===== config.mk =====
export PLATFORM = sky130hd
export DESIGN_NAME = mat_key_emu
export DESIGN_NICKNAME = d
export VERILOG_FILES = /design/src/rtl/keypad_pkg.sv /design/src/rtl/kp_row_sync.sv /design/src/rtl/mat_key_emu.sv
export SDC_FILE = /design/constraint.sdc
export NUM_CORES = 1
export LEC_CHECK = 0
export CAP_MARGIN = 20
export CORE_ASPECT_RATIO = 1.75
export CORE_UTILIZATION = 45
export CTS_CLUSTER_SIZE = 30
export DETAILED_ROUTE_END_ITERATION = 12
export PLACE_DENSITY_LB_ADDON = 0.25
export SLEW_MARGIN = 5
export SYNTH_ARGS = -nofsm -noshare
export SYNTH_HDL_FRONTEND = slang
export SYNTH_SLANG_ARGS = --single-unit

===== constraint.sdc =====
create_clock -name clk -period 4.5 [get_ports clk]
set_input_delay 0.9 -clock clk [delete_from_list [all_inputs] [get_ports clk]]
set_output_delay 0.9 -clock clk [all_outputs]
set_load 0.005 [all_outputs]

===== src/rtl/keypad_pkg.sv =====
// Shared keypad definitions: matrix width, named key indices, emulator FSM encoding.
package keypad_pkg;

   localparam int unsigned KP_N = 4;

   localparam logic [3:0] KEY_UP    = 4'd2;
   localparam logic [3:0] KEY_RIGHT = 4'd5;
   localparam logic [3:0] KEY_DOWN  = 4'd6;
   localparam logic [3:0] KEY_LEFT  = 4'd7;
   localparam logic [3:0] KEY_OK    = 4'd10;
   localparam logic [3:0] KEY_NUM   = 4'd11;
   localparam logic [3:0] KEY_EXIT  = 4'd12;
   localparam logic [3:0] KEY_BACK  = 4'd13;
   localparam logic [3:0] KEY_START = 4'd14;
   localparam logic [3:0] KEY_HELP  = 4'd15;

   typedef enum logic [1:0] {IDLE, ARM, PRESS, GAP} emu_state_t;

   // True when exactly one row strobe is low (no idle bus, no ghosting pattern).
   function automatic logic one_low(input logic [KP_N-1:0] r);
      logic [KP_N-1:0] z;
      z = ~r;
      return (z != '0) && ((z & (z - KP_N'(1))) == '0);
   endfunction

endpackage


===== src/rtl/kp_row_sync.sv =====
// Row strobe synchroniser plus frame-boundary detector (row_s[0] falling edge).
module kp_row_sync
   import keypad_pkg::*;
#(
   parameter int unsigned SYNC_STAGES = 2
) (
   input  logic            clk,
   input  logic            rst,
   input  logic [KP_N-1:0] row,
   output logic [KP_N-1:0] row_s,
   output logic            frame_tick_c
);

   logic [KP_N-1:0] sync_q [SYNC_STAGES];
   logic [KP_N-1:0] sync_d [SYNC_STAGES];
   logic            prev_q, prev_d;

   // Shift chain feeding and last-value tracking for edge detection.
   always_comb begin
      sync_d[0] = row;
      for (int unsigned i = 1; i < SYNC_STAGES; i++) begin
         sync_d[i] = sync_q[i-1];
      end
      prev_d = sync_q[SYNC_STAGES-1][0];
   end

   // Rows idle high, so reset the chain to all ones.
   always_ff @(posedge clk or negedge rst) begin
      if (!rst) begin
         for (int unsigned i = 0; i < SYNC_STAGES; i++) begin
            sync_q[i] <= '1;
         end
         prev_q <= 1'b1;
      end else begin
         for (int unsigned i = 0; i < SYNC_STAGES; i++) begin
            sync_q[i] <= sync_d[i];
         end
         prev_q <= prev_d;
      end
   end

   assign row_s        = sync_q[SYNC_STAGES-1];
   assign frame_tick_c = prev_q & ~row_s[0];

endmodule


===== src/rtl/mat_key_emu.sv =====
// 4x4 matrix keypad emulator: answers row strobes with the column of one requested key.
// Optional contact chatter at press/release is compiled in with KEY_BOUNCE_EN.
module mat_key_emu
   import keypad_pkg::*;
#(
   parameter int unsigned RELEASE_FRAMES = 4,
   parameter int unsigned BOUNCE_FRAMES  = 2,
   parameter int unsigned SYNC_STAGES    = 2
) (
   input  logic            clk,
   input  logic            rst,
   input  logic [KP_N-1:0] row,
   output logic [KP_N-1:0] col,
   input  logic            req_valid,
   output logic            req_ready,
   input  logic [3:0]      req_key,
   input  logic [7:0]      req_hold,
   output logic            busy,
   output logic            done
);

   localparam int unsigned CNT_W = 8;

   logic [KP_N-1:0]  row_s;
   logic             frame_tick_c;
   emu_state_t       state_q, state_d;
   logic [3:0]       key_q, key_d;
   logic [CNT_W-1:0] hold_q, hold_d;
   logic [CNT_W-1:0] cnt_q, cnt_d, cnt_inc;
   logic [KP_N-1:0]  col_q, col_d;
   logic             req_ready_q, req_ready_d;
   logic             busy_q, busy_d;
   logic             done_q, done_d;
   logic             chat_c, in_bounce, press_on;

   kp_row_sync #(.SYNC_STAGES(SYNC_STAGES)) u_row_sync (
      .clk          (clk),
      .rst          (rst),
      .row          (row),
      .row_s        (row_s),
      .frame_tick_c (frame_tick_c)
   );

`ifdef KEY_BOUNCE_EN
   localparam bit BOUNCE_ON = 1'b1;
   logic [15:0] lfsr_q, lfsr_d;

   // Free-running x^16+x^14+x^13+x^11+1 LFSR supplying the chatter pattern.
   always_comb begin
      lfsr_d = {lfsr_q[0] ^ lfsr_q[2] ^ lfsr_q[3] ^ lfsr_q[5], lfsr_q[15:1]};
   end

   // LFSR register, seeded at reset.
   always_ff @(posedge clk or negedge rst) begin
      if (!rst) lfsr_q <= 16'hACE1;
      else      lfsr_q <= lfsr_d;
   end

   assign chat_c = lfsr_q[0];
`else
   localparam bit BOUNCE_ON = 1'b0;
   assign chat_c = 1'b1;
`endif

   // Next-state, frame counting and column response.
   always_comb begin
      state_d = state_q;
      key_d   = key_q;
      hold_d  = hold_q;
      cnt_d   = cnt_q;
      done_d  = 1'b0;
      col_d   = '1;
      cnt_inc = (cnt_q == '1) ? cnt_q : cnt_q + CNT_W'(1);

      unique case (state_q)
         IDLE: begin
            if (req_valid && req_ready_q) begin
               key_d   = req_key;
               hold_d  = (req_hold == 8'd0) ? 8'd1 : req_hold;
               cnt_d   = '0;
               state_d = ARM;
            end
         end
         ARM: begin
            if (frame_tick_c) begin
               cnt_d   = '0;
               state_d = PRESS;
            end
         end
         PRESS: begin
            if (frame_tick_c) begin
               if (cnt_inc >= hold_q) begin
                  cnt_d   = '0;
                  state_d = GAP;
               end else begin
                  cnt_d = cnt_inc;
               end
            end
         end
         GAP: begin
            if (frame_tick_c) begin
               if (cnt_inc >= CNT_W'(RELEASE_FRAMES)) begin
                  cnt_d   = '0;
                  done_d  = 1'b1;
                  state_d = IDLE;
               end else begin
                  cnt_d = cnt_inc;
               end
            end
         end
         default: state_d = IDLE;
      endcase

      // Decide from the next state so the press aligns exactly with frame boundaries.
      in_bounce = cnt_d < CNT_W'(BOUNCE_FRAMES);
      press_on  = ((state_d == PRESS) && (!in_bounce || chat_c)) ||
                  ((state_d == GAP) && in_bounce && chat_c && BOUNCE_ON);
      if (press_on && one_low(row_s) && !row_s[key_q[3:2]]) begin
         col_d[key_q[1:0]] = 1'b0;
      end

      req_ready_d = (state_d == IDLE);
      busy_d      = (state_d != IDLE);
   end

   // State and output registers.
   always_ff @(posedge clk or negedge rst) begin
      if (!rst) begin
         state_q     <= IDLE;
         key_q       <= '0;
         hold_q      <= '0;
         cnt_q       <= '0;
         col_q       <= '1;
         req_ready_q <= 1'b1;
         busy_q      <= 1'b0;
         done_q      <= 1'b0;
      end else begin
         state_q     <= state_d;
         key_q       <= key_d;
         hold_q      <= hold_d;
         cnt_q       <= cnt_d;
         col_q       <= col_d;
         req_ready_q <= req_ready_d;
         busy_q      <= busy_d;
         done_q      <= done_d;
      end
   end

   assign col       = col_q;
   assign req_ready = req_ready_q;
   assign busy      = busy_q;
   assign done      = done_q;

endmodule


Word-level counts from Yosys, hierarchy flattened
Index checks and enable logic that the tools add are counted.
{"block": "word_totals", "ff_bits": 38, "input_bits": 19, "out_inout_bits": 7, "wordCells": 70}
{"block": "op_classes", "add_sub_neg": 2, "magnitude_cmp": 5, "eq_ne": 9, "n_mux": 24, "bitwise": 5, "n_reduce_logical": 14}
{"op": "two-way mux 8 bit", "count": 8}
{"op": "one-hot mux 8 bit (4 select lines)", "count": 1}
{"op": "two-way mux 2 bit", "count": 6}
{"op": "adder 8 x 1 -> 8 bit (second input constant)", "count": 1}
{"op": "equality test 8 bit (second input constant)", "count": 1}
{"op": ">= comparator 8 x 3 -> 1 bit (second input constant)", "count": 1}
{"op": ">= comparator 8 bit", "count": 1}
{"op": "logical NOT 8 bit", "count": 1}
{"op": "inequality test 2 bit (second input constant)", "count": 4}
{"op": "inverter 4 bit", "count": 2}
{"op": "one-hot mux 2 bit (4 select lines)", "count": 1}
{"op": "equality test 2 bit (second input constant)", "count": 3}
{"op": "less-than comparator 2 x 3 -> 1 bit (second input constant)", "count": 2}
{"op": "logical AND 1 bit", "count": 5}
{"op": "two-way mux 1 bit", "count": 5}
{"op": "bitwise AND 4 bit", "count": 1}
{"op": "logical NOT 2 bit", "count": 2}
{"op": "logical NOT 4 bit", "count": 1}
{"op": "two-way mux 4 bit", "count": 1}
{"op": "AND reduction 4 bit", "count": 1}
{"op": "nonzero test 4 bit", "count": 1}
{"op": "subtractor 4 x 1 -> 4 bit (second input constant)", "count": 1}
{"op": "binary-select mux 1 bit (select 2 bit)", "count": 1}
{"op": "demux 1 bit (select 2 bit)", "count": 1}
{"op": "7 further kinds", "count": 7}

Logic depth before layout (Yosys ltp)
Gate-level depths: netlist of run 1.
{"block": "depth", "word_depth": 10, "mapped_depth": 14, "ltp_nobuf": 13}

By module
From an unflattened synthesis of run 1, not the netlist that was laid out.
{"block": "unflattened", "hier_cells": 193, "hier_area_um2": 2015.7}
{"module": "mat_key_emu", "instances": 1, "cells_per_inst": 183, "area_per_inst_um2": 1765.4, "seq_area_each_um2": 732.0}
{"module": "kp_row_sync", "instances": 1, "cells_per_inst": 10, "area_per_inst_um2": 250.2, "seq_area_each_um2": 236.5}

Least setup slack after synthesis of run 1
No wires, ideal clock.
{"block": "synth_timing", "path_kind": "reg-to-reg", "startpoint": "register cnt_q[0]", "endpoint": "register cnt_q[3]", "setup_time_ns": 0.126, "arrival_time_ns": 3.146, "t_required_ns": 4.374, "path_slack_ns": 1.228, "path_stages_with_launch": 13, "n_path_buf": 1, "synth_period_minus_slack_ns": 3.272, "path_cell_list": "dfrtp_1 > ha_1 > buf_4 > nand4_1 > nor2_2 > mux2_2 > ha_1 > nor2_1 > o311ai_1 > nand2_1 > a2111oi_4 > nor2_2 > a221o_1"}
{"block": "synth_via", "elab_chain_cells": 6, "elab_cells_between_ends": 10, "cone_classes": "add/sub: 1; order compare: 2; eq/ne: 1; mux: 6"}
{"element": "from (decl)", "line": "mat_key_emu.sv:29", "rtl": "logic [CNT_W-1:0] cnt_q, cnt_d, cnt_inc;"}
{"element": "from (signal assigned)", "line": "mat_key_emu.sv:141", "rtl": "cnt_q <= cnt_d;"}
{"element": "adder 8 x 1 -> 8 bit or equality test 8 bit (tied branches)", "line": "mat_key_emu.sv:73", "rtl": "cnt_inc = (cnt_q == '1) ? cnt_q : cnt_q + CNT_W'(1);"}
{"element": "two-way mux 8 bit *", "line": "mat_key_emu.sv:73"}
{"element": ">= comparator 8 x 3 -> 1 bit or >= comparator 8 bit (tied branches)", "line": "mat_key_emu.sv:102, mat_key_emu.sv:92"}
{"element": "two-way mux 8 bit (on tied branches)", "line": "mat_key_emu.sv:102, mat_key_emu.sv:92"}
{"element": "two-way mux 8 bit (on tied branches)", "line": "mat_key_emu.sv:101, mat_key_emu.sv:91"}
{"element": "one-hot mux 8 bit (4 select lines) *", "line": "mat_key_emu.sv:75", "rtl": "unique case (state_q)"}
Mark *: on every way between the ends. The rest lies on a longest branch, timed or not. The select of a mux whose other input is x is not followed.
A chain may end at the register's enable or synchronous reset.

Worst setup path after layout of run 1
Ends and elaborated chain as after synthesis.

==> run metrics, run 1 <==
CTS root buffer=clkbuf_8; routed vias=1563; Flop pwr share=0.426; hold-fix buffers at CTS=0; Critical Path Start Type=register; number of global-route vias before repair=1609; RSZ-0062 raised after global routing=no; CP Capture Type=register; DRC viols=0; ys flop type=dfrtp_1; I/O Buffers=25; fin crit period=between 3 and 4 ns; worst vdd ir=0.3156 mV; largest net degree at the start of global routing=39; Crit path largest cell delay=0.62 ns; FP Rows=31; clk_skew=0.004381 ns; Buffers & Inverters on Critical Path=0; routability cong.=0.9260; Worst EP required=around 4.7 ns; Die Y=roughly 90 um; area share of the largest cell type after synthesis=0.3050; Max Slew Vio Count=0; Die X=52.01 um; critical path type=register to register; Max Root-Sink Buffers=2; initial antenna violation count=0; GRT overflow=0; setup_tns=0 ns; gate count of the mapped netlist=about 200; CP Cell Sequence=ha_1 -> nand4_1 -> nor2_2 -> mux2_2 -> ha_1 -> nor2_1 -> o311ai_1 -> nand2_1 -> a2111oi_4 -> nor2_2 -> a221o_1; GRT Total Usage=0.2143; CTS buffer count=5; Syn Nets=223; commonest cells after routing, fill and taps aside=24 x dfrtp_1, 24 x clkdlybuf4s50_1, 17 x nor2_1, 16 x nand2_1, 14 x dfstp_2; Initial Utilization=0.4745; PwrDens=between 400 and 500 nW/um2; Clock power frac=0.369; final net count=around 250; Synth area leader=dfrtp_1; post-route ant nets=0; internal power=around 0.0007 W; post-CTS setup repair buffer count=0; Mapped Area=just under 2000 um2; EDFF count, synth=0; number of diodes=0; Layout area overhead=21.22%; first-pass GRT wire length=slightly above 7000 um; final worst-path cycle share=0.8404; Crit-path slowest cell=a2111oi_4; fillers=352; Max Clk Rate=about 260 MHz; drt wl/cell=roughly 15 um; Worst Slack Setup Final=0.7182 ns; outcome=finished, final reports clean; max capacitance violation total=0; syn avg cell area=around 10 um2; CTS Sinks=38; Seq cells post-synth=38; Top delay family on crit path=compound AO/OA/AOI/OAI gates; Final setup viols=0; Post-Place Worst Slack=~0.75 ns; Least-Margin Pin Slew=around 0.8 ns; Core Footprint=around 4200 um2; Detailed Routing Iterations Pass 1=4; H-tree Lvls=2; cts repair resizes=0; Min-Delay Path Class=register to register; Worst-Skew Late Latency=~0.29 ns; Final Hold Fails=0; post-DP HPWL=between 3000 and 4000 um; io pins=26; register area share after synthesis=0.4917; top fanout value on the critical path=10; synth top area cells=dfrtp_1 30%, dfstp_2 19%, ha_1 4.4%, mux2_2 3.4%, nor2_1 3.2%; full die area=4656 um2; vias per inst=around 5.7; Reg clk slew, reported paths=0.07 ns; layout cell share with drive strength beyond 1=0.1614; Switching Power=about 0.00026 W; Comb power frac=0.204; Pleak=1.014 nW; total wire length=4180 um; warnings from Yosys=0; headroom to the max-slew limit=0.4643; Sw Share=0.2668; Post-synth ARST share=1.000; drt initial violations=28; WP data arrival=slightly below 4 ns; CTS tree=done; Yosys cell types=50
[worst reg2reg max path, cell delays in order, from the launching register on]
cell and delay [ns]:
dfrtp_1 0.47, ha_1 0.40, nand4_1 0.20, nor2_2 0.29, mux2_2 0.39, ha_1 0.31, nor2_1 0.05, o311ai_1 0.34
nand2_1 0.16, a2111oi_4 0.62, nor2_2 0.14, a221o_1 0.31
[Yosys cell counts, types with 2 or more instances]
master / count
nor2_1: 17
inv_1: 13
o21ai_0: 10
ha_1: 7
a21oi_1: 7
nor2_2: 2
and3_1: 3
a22o_1: 5
mux2i_1: 2
nand2_1: 16
nor2b_1: 2
nand2b_1: 4
o22ai_1: 2
o31ai_1: 2
o21ai_1: 3
buf_4: 2
nand4_1: 4
nor4_1: 2
dfstp_2: 14
o21a_1: 2
xnor2_1: 2
clkbuf_1: 5
dfrtp_1: 24
nor3_1: 4
a31oi_1: 2
and2_1: 2
nand3_1: 9
nand4b_1: 3
mux2_2: 6
[flip-flops by register name, indices dropped and copies added (netlist names)]
signal and cells:
hold_q 8, state_q 2, u_row_sync.row_s 4, u_row_sync.sync_d 4, u_row_sync.prev_q 1, req_ready 1
cnt_q 8, done 1, key_q 4, busy 1, col 4
[worst paths after layout]
path | from | endpoint | slack, ns | depth (start not counted)
setup reg to reg | cnt_q[0] | cnt_q[3] | 0.72 | 11
min in group asynchronous | rst | hold_q[1] | 0.69 | 1
hold reg to reg | u_row_sync.sync_d[0] | u_row_sync.row_s[0] | 0.36 | 0
hold / removal | u_row_sync.sync_d[0] | u_row_sync.row_s[0] | 0.36 | 0
setup / recovery | cnt_q[0] | cnt_q[3] | 0.72 | 11
max in group asynchronous | rst | cnt_q[2] | 3.30 | 1
[power by group through the flow]
| stage | sequential, W | clock (W) | combinational [W] |
|---|---|---|---|
| finish | 0.000411 | 0.000356 | 0.000197 |
| global route | 0.000417 | 0.000377 | 0.000219 |
| CTS | 0.000410 | 0.000362 | 0.000197 |
| detailed placement | 0.000416 | 0 | 0.000193 |
| global placement | 0.000413 | 0 | 0.000189 |
| floorplan | 0.000404 | 0 | 0.000139 |
[stage by stage]
step           total power, W  utilization  hold WS (ns)  instance area [um2]  cells
2_1_floorplan       0.0005433            -        0.3452                 1969    197
3_3_place_gp        0.0006024       0.5409        0.3459                 2245    264
3_5_place_dp        0.0006086       0.5409        0.3472                 2245    264
4_1_cts             0.0009689       0.5752        0.3582                 2387    272
5_1_grt              0.001014       0.5752        0.3594                 2387    272
6_report            0.0009630       0.5752        0.3563                 2387    272
[cell families (layout without fill, tap and decap cells)]
family | Yosys count | count (layout) | synth area share
multiplexers | 8 | 8 | 0.04447
XOR/XNOR | 3 | 3 | 0.01334
buffers and inverters | 21 | 47 | 0.04447
AO/OA/AOI/OAI | 47 | 47 | 0.1722
flip-flops | 38 | 38 | 0.4917
AND/OR/NAND/NOR | 73 | 73 | 0.1893
adder cells (fa/ha/maj) | 7 | 7 | 0.04447
[cell type report]
| cell class | instances | area [um2] | area share |
|---|---|---|---|
| sequential | 38 | 968.4 | 0.4057 |
| multi-input combinational | 138 | 913.4 | 0.3826 |
| tap | 49 | 61.31 | 0.02568 |
| clock inverter | 2 | 60.06 | 0.02516 |
| inverter | 13 | 48.80 | 0.02044 |
| timing repair buffer | 26 | 252.7 | 0.1059 |
| clock buffer | 6 | 82.58 | 0.03459 |
[layer usage]
layer	global-route usage	vias to the layer above	share of wire
li1	-	752	-
met1	0.2243	747	0.38
met2	0.3695	42	0.53
met3	0.03912	22	0.028
met4	0.1622	0	0.057
met5	0	-	0
Power figures use the tool's default switching activity.
==> run 2, diff against run 1 <==
clock period = 3.8 ns   (was 4.5 ns; I/O delays follow)
==> run 2 against run 1 <==
Final cell count grew 1.5%. Fmax grew 13%. Total power grew 9.0%. Die area is the same. Sequential power grew 18%. Via count shrank 0.19%. Clock skew grew 0.0023 ns. Combinational power grew 16%. Sequential cell count is the same. First-iteration DRC count grew 25%. Worst setup slack lost 0.25 ns. Non-clock buffer count grew 4. Critical endpoint unchanged. Largest cell class unchanged. Highest routed layer unchanged.
==> run metrics, run 2 (synthesis results as in run 1) <==
cts repair resizes=0 (unchanged); FP Rows=31 (unchanged); DRC viols=0 (unchanged); Min-Delay Path Class=register to register; r2r setup slk=0.46 ns (-0.25 ns); H-tree Lvls=2 (unchanged); Worst EP required=3.98 ns (-0.70 ns); drt wl/cell=15.11 um (-1.7%); post-CTS setup repair buffer count=0 (unchanged); RR Startpoint=cnt_q[0]; Die X=52.01 um (unchanged); Die Y=89.52 um (unchanged); CP Capture Type=register; critical path type=register to register; Critical Path Start Type=register; fillers=351 (-0.28%); final worst-path cycle share=0.8780 (+0.03760); largest net degree at the start of global routing=39 (unchanged); I/O Buffers=25 (unchanged); Max Clk Rate=299.7 MHz (+13%); Largest regs=cnt_q (8), hold_q (8); WP data arrival=3.52 ns (-0.44 ns); io pins=26 (unchanged); initial antenna violation count=0 (unchanged); number of diodes=0 (unchanged); clk_skew=0.006730 ns (+0.002348 ns); Non-Filler Instances=276 (+1.5%); Least-Margin Pin Slew=0.8105 ns (+0.006899 ns); CTS Sinks=38 (unchanged); fin crit period=3.336 ns (-0.4454 ns); Final setup viols=0 (unchanged); cell total after placement=268 (+1.5%); Initial Utilization=0.4745 (unchanged); Layout area overhead=21.03%; post-DP HPWL=3159 um (+0.68%); drt initial violations=35 (+25%); total wire length=4171 um (-0.22%); Pleak=1.022 nW (+0.81%); GRT overflow=0 (unchanged); CTS tree=done; first-pass GRT wire length=7051 um (-1.4%); CTS root buffer=clkbuf_8; Worst Slack Setup Final=0.4636 ns (-0.2546 ns); RSZ-0062 raised after global routing=no; routed vias=1560 (-0.19%); headroom to the max-slew limit=0.4597 (-0.004600); layout cell share with drive strength beyond 1=0.1762 (+0.01478); commonest cells after routing, fill and taps aside=24 x dfrtp_1, 24 x clkdlybuf4s50_1, 17 x nor2_1, 16 x nand2_1, 14 x dfstp_2; max capacitance violation total=0 (unchanged); outcome=finished, final reports clean; GRT Total Usage=0.2106 (-0.003699); Worst-Skew Late Latency=0.29 ns (about the same); full die area=4656 um2 (unchanged); number of global-route vias before repair=1511 (-6.1%); Max Slew Vio Count=0 (unchanged); top fanout value on the critical path=9 (-1); R2R cell count=11 (unchanged); Reg clk slew, reported paths=0.08 ns (about the same); final net count=252 (+1.6%); Core Footprint=4150 um2 (unchanged); Pwr Total=0.001049 W (+9.0%); hold endpoint=u_row_sync.row_s[3]; Final Hold Fails=0 (unchanged); PwrDens=440.2 nW/um2 (+9.1%); Max Root-Sink Buffers=2 (unchanged); CTS buffer count=5 (unchanged); Hold Path Depth=0 (unchanged); worst vdd ir=0.3465 mV (+9.8%); post-route ant nets=0 (unchanged); routability cong.=0.9115 (-1.6%); Post-Place Worst Slack=0.4680 ns (-0.2798 ns); Detailed Routing Iterations Pass 1=4 (unchanged); Hold Crit Start=u_row_sync.sync_d[3]; setup_tns=0 ns (unchanged); hold-fix buffers at CTS=0 (unchanged); vias per inst=5.652 (-1.6%); RR Endpoint=cnt_q[3]
-- run 2: changes by cell type in the layout (fill, tap and decap cells not counted) --
cell | previous run | this run
bufinv_16 | 2 | 1
clkbuf_8 | 6 | 5
clkinv_2 | 0 | 2
buf_4 | 1 | 5
-- run 2: stage by stage --
stage	util	area (um2)	hold slack, ns
2_1_floorplan	-	1969	0.3452
3_3_place_gp	0.5481	2275	0.3457
3_5_place_dp	0.5481	2275	0.3468
4_1_cts	0.5743	2384	0.3573
5_1_grt	0.5743	2384	0.3609
6_report	0.5743	2384	0.3562
-- run 2: final cells by class --
| class | count | area (um2) | area share |
|---|---|---|---|
| inverters | 13 | 48.80 | 0.02047 |
| well taps | 49 | 61.31 | 0.02572 |
| flip-flops and latches | 38 | 968.4 | 0.4063 |
| multi-input cells | 138 | 913.4 | 0.3832 |
| repair buffers | 30 | 282.8 | 0.1186 |
| clock buffers | 5 | 68.82 | 0.02887 |
| clock inverters | 3 | 40.04 | 0.01680 |
-- run 2: power by group --
group | leakage (nW) | switching (W) | internal [W] | total, W
sequential | 0.431 | 0.0000397 | 0.000446 | 0.000486
combinational | 0.533 | 0.000117 | 0.000112 | 0.000229
clock | 0.0579 | 0.000141 | 0.000193 | 0.000334
total | 1.02 | 0.000298 | 0.000751 | 0.00105
-- run 2: how the worst max path moves through the flow --
stage / from / to / slack (ns)
2_1_floorplan: cnt_q[0] / cnt_q[3] / 0.53
3_3_place_gp: cnt_q[0] / cnt_q[3] / 0.56
3_5_place_dp: cnt_q[0] / cnt_q[3] / 0.47
4_1_cts: cnt_q[0] / cnt_q[3] / 0.46
5_1_grt: cnt_q[0] / cnt_q[3] / 0.13
6_report: cnt_q[0] / cnt_q[3] / 0.46
-- run 2: critical path: stages (launching register included) --
cell and delay, ns:
dfrtp_1 0.47, ha_1 0.21, nand4_1 0.16, nor2_2 0.16, mux2_2 0.35, ha_1 0.29, nor2_1 0.04, o311ai_1 0.30
nand2_1 0.15, a2111oi_4 0.64, nor2_2 0.14, a221o_1 0.31
-- run 2: metal layers --
metal	up-vias	share of wire	track usage	routed length, um
met5	-	0	0	0
met1	746	0.40	0.2367	1651
met3	16	0.028	0.03912	117
li1	762	-	-	-
met4	0	0.040	0.1179	167
met2	36	0.54	0.3648	2233
